<file path="config.mk">
export PLATFORM = sky130hd
export DESIGN_NAME = rot_sequencer
export DESIGN_NICKNAME = d
export VERILOG_FILES = /design/src/rtl/rot_pkg.sv /design/src/rtl/rot_step.sv /design/src/rtl/rot_sequencer.sv
export SDC_FILE = /design/constraint.sdc
export NUM_CORES = 1
export LEC_CHECK = 0
export ABC_AREA = 1
export CORE_ASPECT_RATIO = 1.1
export CORE_MARGIN = 4
export CORE_UTILIZATION = 30
export DETAILED_ROUTE_END_ITERATION = 10
export PLACE_DENSITY = 0.53
export SLEW_MARGIN = 20
export SYNTH_ARGS = -nofsm -noshare
export SYNTH_HDL_FRONTEND = slang
export SYNTH_SLANG_ARGS = --single-unit
</file>
<file path="constraint.sdc">
create_clock -name CLK -period 2.2 [get_ports CLK]
set_input_delay 0.66 -clock CLK [delete_from_list [all_inputs] [get_ports CLK]]
set_output_delay 0.66 -clock CLK [all_outputs]
set_load 0.005 [all_outputs]
</file>
<file path="src/rtl/rot_pkg.sv">
// rot_pkg
// Shared definitions for the rotate/field-extract sequencer:
//   - default datapath width and amount-field width
//   - FSM state encoding
//   - 2-bit step-select coding of the 4-way select stage
//   - helper that converts a (amount, direction) pair into a left-rotate amount
package rot_pkg;

  localparam int unsigned ROT_WIDTH = 32;
  localparam int unsigned ROT_AMT_W = 5;

  typedef enum logic [1:0] {
    IDLE  = 2'd0,
    SHIFT = 2'd1,
    MASK  = 2'd2,
    DONE  = 2'd3
  } rot_state_e;

  localparam logic [1:0] SEL_PASS = 2'b00;
  localparam logic [1:0] SEL_1    = 2'b01;
  localparam logic [1:0] SEL_2    = 2'b10;
  localparam logic [1:0] SEL_3    = 2'b11;

  // A right rotate by N is a left rotate by (width - N) mod width.
  // width is a power of two, so the modulo is a simple mask.
  function automatic int unsigned eff_left_amount(input int unsigned amt,
                                                  input logic        dir,
                                                  input int unsigned width);
    if (dir) begin
      return (width - amt) & (width - 1);
    end
    return amt & (width - 1);
  endfunction

endpackage

</file>
<file path="src/rtl/rot_step.sv">
// rot_step
// Word-wide single step of the rotate path: rotate-left by 0..3 bits under a
// 2-bit select (00 pass, 01 by 1, 10 by 2, 11 by 3). Purely combinational.
// Ports:
//   data_i [WIDTH-1:0]  operand
//   sel_i  [1:0]        step select
//   data_o [WIDTH-1:0]  rotated operand
module rot_step
  import rot_pkg::*;
#(
  parameter int unsigned WIDTH = ROT_WIDTH
) (
  input  logic [WIDTH-1:0] data_i,
  input  logic [1:0]       sel_i,
  output logic [WIDTH-1:0] data_o
);

  // 4-way select between the pass-through and the three rotated copies
  always_comb begin
    data_o = data_i;
    case (sel_i)
      SEL_1:   data_o = {data_i[WIDTH-2:0], data_i[WIDTH-1]};
      SEL_2:   data_o = {data_i[WIDTH-3:0], data_i[WIDTH-1:WIDTH-2]};
      SEL_3:   data_o = {data_i[WIDTH-4:0], data_i[WIDTH-1:WIDTH-3]};
      default: data_o = data_i;
    endcase
  end

endmodule

</file>
<file path="src/rtl/rot_sequencer.sv">
// rot_sequencer
// Multi-cycle rotate/field-extract engine. An N-bit rotate is built from
// repeated 0..3-bit steps of one rot_step stage, optionally followed by a
// one-cycle low-order mask (LDB-style extract).
// Ports:
//   CLK, RESET_N                clock, async active-low reset
//   REQ_VALID/REQ_READY         request handshake
//   REQ_DATA, REQ_AMT, REQ_DIR  operand, rotate amount, 0=left 1=right
//   REQ_MASK_EN, REQ_MASK_LEN   keep bits [REQ_MASK_LEN:0] after rotating
//   RSP_VALID/RSP_READY         response handshake
//   RSP_DATA                    result word (held while RSP_VALID)
//   BUSY                        high in every state except IDLE
//   STEP_SEL                    select applied by the step stage this cycle
module rot_sequencer
  import rot_pkg::*;
#(
  parameter int unsigned WIDTH = ROT_WIDTH,
  parameter int unsigned AMT_W = ROT_AMT_W
) (
  input  logic             CLK,
  input  logic             RESET_N,
  input  logic             REQ_VALID,
  output logic             REQ_READY,
  input  logic [WIDTH-1:0] REQ_DATA,
  input  logic [AMT_W-1:0] REQ_AMT,
  input  logic             REQ_DIR,
  input  logic             REQ_MASK_EN,
  input  logic [AMT_W-1:0] REQ_MASK_LEN,
  output logic             RSP_VALID,
  input  logic             RSP_READY,
  output logic [WIDTH-1:0] RSP_DATA,
  output logic             BUSY,
  output logic [1:0]       STEP_SEL
);

  rot_state_e       state_q,    state_d;
  logic [WIDTH-1:0] data_q,     data_d;
  logic [AMT_W-1:0] rem_q,      rem_d;
  logic             mask_en_q,  mask_en_d;
  logic [AMT_W-1:0] mask_len_q, mask_len_d;

  logic [AMT_W-1:0] eff_amt;
  logic [1:0]       step;
  logic [AMT_W-1:0] rem_after;
  logic [AMT_W-1:0] mask_shift;
  logic [WIDTH-1:0] mask;
  logic [WIDTH-1:0] step_out;

  rot_step #(.WIDTH(WIDTH)) u_step (
    .data_i (data_q),
    .sel_i  (STEP_SEL),
    .data_o (step_out)
  );

  // Datapath helpers. The mask is built by shifting an all-ones word right,
  // so mask_len = WIDTH-1 gives all ones without an overflowing 2^WIDTH term.
  always_comb begin
    eff_amt    = AMT_W'(eff_left_amount(32'(REQ_AMT), REQ_DIR, WIDTH));
    step       = (rem_q >= AMT_W'(3)) ? SEL_3 : rem_q[1:0];
    rem_after  = rem_q - AMT_W'(step);
    mask_shift = AMT_W'(WIDTH - 1) - mask_len_q;
    mask       = {WIDTH{1'b1}} >> mask_shift;
  end

  // Next-state, datapath update and handshake outputs
  always_comb begin
    state_d    = state_q;
    data_d     = data_q;
    rem_d      = rem_q;
    mask_en_d  = mask_en_q;
    mask_len_d = mask_len_q;
    REQ_READY  = 1'b0;
    RSP_VALID  = 1'b0;
    RSP_DATA   = '0;
    STEP_SEL   = SEL_PASS;

    case (state_q)
      IDLE: begin
        REQ_READY = 1'b1;
        if (REQ_VALID) begin
          data_d     = REQ_DATA;
          mask_en_d  = REQ_MASK_EN;
          mask_len_d = REQ_MASK_LEN;
          rem_d      = eff_amt;
          if (eff_amt != '0) begin
            state_d = SHIFT;
          end else if (REQ_MASK_EN) begin
            state_d = MASK;
          end else begin
            state_d = DONE;
          end
        end
      end

      SHIFT: begin
        STEP_SEL = step;
        data_d   = step_out;
        rem_d    = rem_after;
        if (rem_after == '0) begin
          state_d = mask_en_q ? MASK : DONE;
        end
      end

      MASK: begin
        data_d  = data_q & mask;
        state_d = DONE;
      end

      DONE: begin
        RSP_VALID = 1'b1;
        RSP_DATA  = data_q;
        if (RSP_READY) begin
          state_d = IDLE;
        end
      end

      default: state_d = IDLE;
    endcase
  end

  assign BUSY = (state_q != IDLE);

  // State and datapath registers; reset discards any operation in flight
  always_ff @(posedge CLK or negedge RESET_N) begin
    if (!RESET_N) begin
      state_q    <= IDLE;
      data_q     <= '0;
      rem_q      <= '0;
      mask_en_q  <= 1'b0;
      mask_len_q <= '0;
    end else begin
      state_q    <= state_d;
      data_q     <= data_d;
      rem_q      <= rem_d;
      mask_en_q  <= mask_en_d;
      mask_len_q <= mask_len_d;
    end
  end

endmodule

</file>
==> impl_metrics.env, run 1 <==
export IMPL_routed_wirelength_um=13690
export IMPL_grt_max_degree=65
export IMPL_min_period_ns=2.198
export IMPL_rsz0062_at_grt="true"
export IMPL_synthArstFlopShare_pct=100.0
export IMPL_cp_arrival_ns=1.54
export IMPL_ios=85
export IMPL_cts_sinks=45
export IMPL_crit_required_ns=1.54
export IMPL_synth_edf_count=0
export IMPL_grt_pass1_wl_um=22980
export IMPL_die_area_sq_um=16030
export IMPL_syn_area_sq_um=4220
export IMPL_grt_met2_usage_pct=28.33
export IMPL_finalSetupViolations=0
export IMPL_synthTopCellsByArea="dfrtp_1 (27%), nand2_1 (18%), nand4_1 (9.5%), inv_1 (8.4%), nor2_1 (8.0%)"
export IMPL_p_leak_uw=0.002863
export IMPL_ys_warn_count=0
export IMPL_path_delay_family="buffers and inverters"
export IMPL_start_kind="flip-flop"
export IMPL_cpPeakStageDelay_ns=0.44
export IMPL_drive_above_1_share_pct=7.455
export IMPL_hold_viol=0
export IMPL_grt_pass1_vias=4764
export IMPL_cts_tree="yes"
export IMPL_peakVddDrop_mv=0.7455
export IMPL_dp_slack_ns=0.06130
export IMPL_core_sq_um=13790
export IMPL_ys_ff_latch=45
export IMPL_first_pass_iters=5
export IMPL_fin_crit_sh_pct=99.92
export IMPL_n_fill_cell=1537
export IMPL_avgSynthCellArea_sq_um=5.969
export IMPL_syn_inst=707
export IMPL_hold_buffers=0
export IMPL_crit_type="reg2out"
export IMPL_diodes=0
export IMPL_setup_slack_ns=0.001650
export IMPL_fp_row_count=45
export IMPL_tightest_slew_ns=0.5976
export IMPL_status="complete, no violations"
export IMPL_synth_top_area_cell="dfrtp_1"
export IMPL_synthFlopType="dfrtp_1"
export IMPL_initialDrtViolationCount=515
export IMPL_cts_root_buffer_cell="clkbuf_16"
export IMPL_htree_levels=2
export IMPL_wl_per_cell_um=14.17
export IMPL_cts_buffers=5
export IMPL_ys_seq_area_share_pct=26.68
export IMPL_gp_congestion=0.9048
export IMPL_drc=0
export IMPL_met3_usage_pct=2.532
export IMPL_power_density_nw_per_um2=1638
export IMPL_antenna_found_initial=0
export IMPL_cp_cell_sequence="buf_6, ha_4, buf_12, nand2_1, inv_1, dlygate4sd2_1"
export IMPL_ant_nets=0
export IMPL_overflow=0
export IMPL_relSlewSlack_pct=60.16
export IMPL_gr_max_usage_layer="met2"
export IMPL_start_util_pct=30.59
export IMPL_max_freq_ghz=0.4549
export IMPL_holdCritPathClass="in2async"
export IMPL_die_x_um=121.1
export IMPL_avgViaCountPerCell=5.070
export IMPL_slowest_stage="dfrtp_2"
export IMPL_endpoint_kind="output pin"
export IMPL_crit_buf_inv=4
export IMPL_met1_usage_pct=23.40
export IMPL_portBuffers=84
export IMPL_syn_num_nets=761
export IMPL_clk_latency_ns=0.29
export IMPL_clkTransAtPathRegs_ns=0.06
export IMPL_cts_buffer_depth=2
export IMPL_vias=4898
export IMPL_fin_setup_tns_ns=0
export IMPL_yosys_area_top_type_share_pct=26.68
export IMPL_path_max_fanout=22
export IMPL_nNetsFinal=832
export IMPL_maxCapViolations=0
export IMPL_grt_total_usage_pct=17.12
export IMPL_drv_slew=0
export IMPL_dp_hpwl_um=9967
export IMPL_die_h_um=132.4
export IMPL_synth_cell_types=30
export IMPL_fin_skew_ns=0.007545
export IMPL_areaGrowthSynthToFinish_pct=29.41
cells in the mapped netlist (2+ instances only):
cell type	count
nand2_1	203
inv_1	94
nor2_1	90
nand4_1	64
dfrtp_1	45
nand3_1	44
o21ai_0	44
a21oi_1	24
clkbuf_1	20
a31oi_1	14
buf_6	10
buf_2	8
buf_4	6
ha_1	6
nor3_1	6
buf_1	5
o22ai_1	5
o21ai_1	3
inv_2	2
mux2_2	2
nand3b_1	2
o31ai_1	2
metrics by stage:
stage	area, sq um	cells	utilization [%]	total power [uW]	hold WS, ns
final	5461	966	39.59	8947	0.3369
after global routing	5461	966	39.59	10030	0.3770
after CTS	5400	963	39.15	8897	0.3518
after detailed placement	5253	955	38.08	8101	0.4944
after global placement	5253	955	38.08	7979	0.4943
after floorplan	4220	707	-	6270	0.3644
power breakdown:
group	internal (uW)	switching (uW)	total, uW
clock network	448	329	777
logic	2380	4010	6390
registers	1300	481	1780
cell usage in the layout (no fill, tap or decap), drive strengths merged, types with 5 or more instances in the layout:
cell type,synthesis,final
clkdlybuf4s50,0,46
buf,29,30
a21oi,24,24
nand2,204,204
nor3,6,6
nand4,65,65
clkdlybuf4s15,0,11
inv,96,96
a31oi,14,14
o21ai,49,49
dlygate4sd2,0,23
o22ai,5,5
clkbuf,20,8
ha,6,6
nor2,91,91
nand3,45,45
dfrtp,45,45
final cells by class:
type | count | area, sq um | area share [%]
sequential | 45 | 1130 | 20.69
tap | 188 | 235.2 | 4.307
multi-input combinational | 517 | 2492 | 45.64
inverter | 96 | 362.8 | 6.644
timing repair buffer | 113 | 1099 | 20.11
clock buffer | 7 | 142.6 | 2.612
layer usage:
layer  part of all wire, %  up-vias
met5                     0        -
met4                   1.1        0
met3                   5.1       17
met2                    48      165
met1                    46     2274
li1                      -     2442
cells by family after synthesis:
| kind of cell | share of synthesized area, % |
|---|---|
| adder cells (fa/ha/maj) | 1.779 |
| XOR/XNOR | 0.2076 |
| buffers and inverters | 15.45 |
| flip-flops | 26.68 |
| multiplexers | 0.5336 |
| AND/OR/NAND/NOR | 42.99 |
| AO/OA/AOI/OAI | 12.36 |
state kept, by name, summed over array words and instances (netlist names):
name,count
rem_q,5
data_q,32
state_q,2
mask_en_q,1
mask_len_q,5
final timing paths:
kind / start / endpoint / slack (ns) / cells past startpoint
max: state_q[1] / RSP_DATA[11] / 0.002 / 6
min: RESET_N / data_q[19] / 0.34 / 1
min in group CLK: data_q[8] / data_q[8] / 0.51 / 2
min reg2reg: data_q[8] / data_q[8] / 0.51 / 2
max reg2reg: state_q[1] / data_q[7] / 0.26 / 10
max in group asynchronous: RESET_N / state_q[1] / 1.32 / 2
repair_timing:
item / CTS / global route
setup endpoints to repair: 37 / 9
pin swaps: 2 / 2
resized for setup: 45 / 23
buffers inserted: 1 / 3
Note: power is estimated with default switching activity, not from simulation.
==> run 2: changes to the inputs <==
- ABC_CLOCK_PERIOD_IN_PS: default -> 2200
==> results of run 2 <==
Final layout, timing and power as in run 1 (identical DEF).
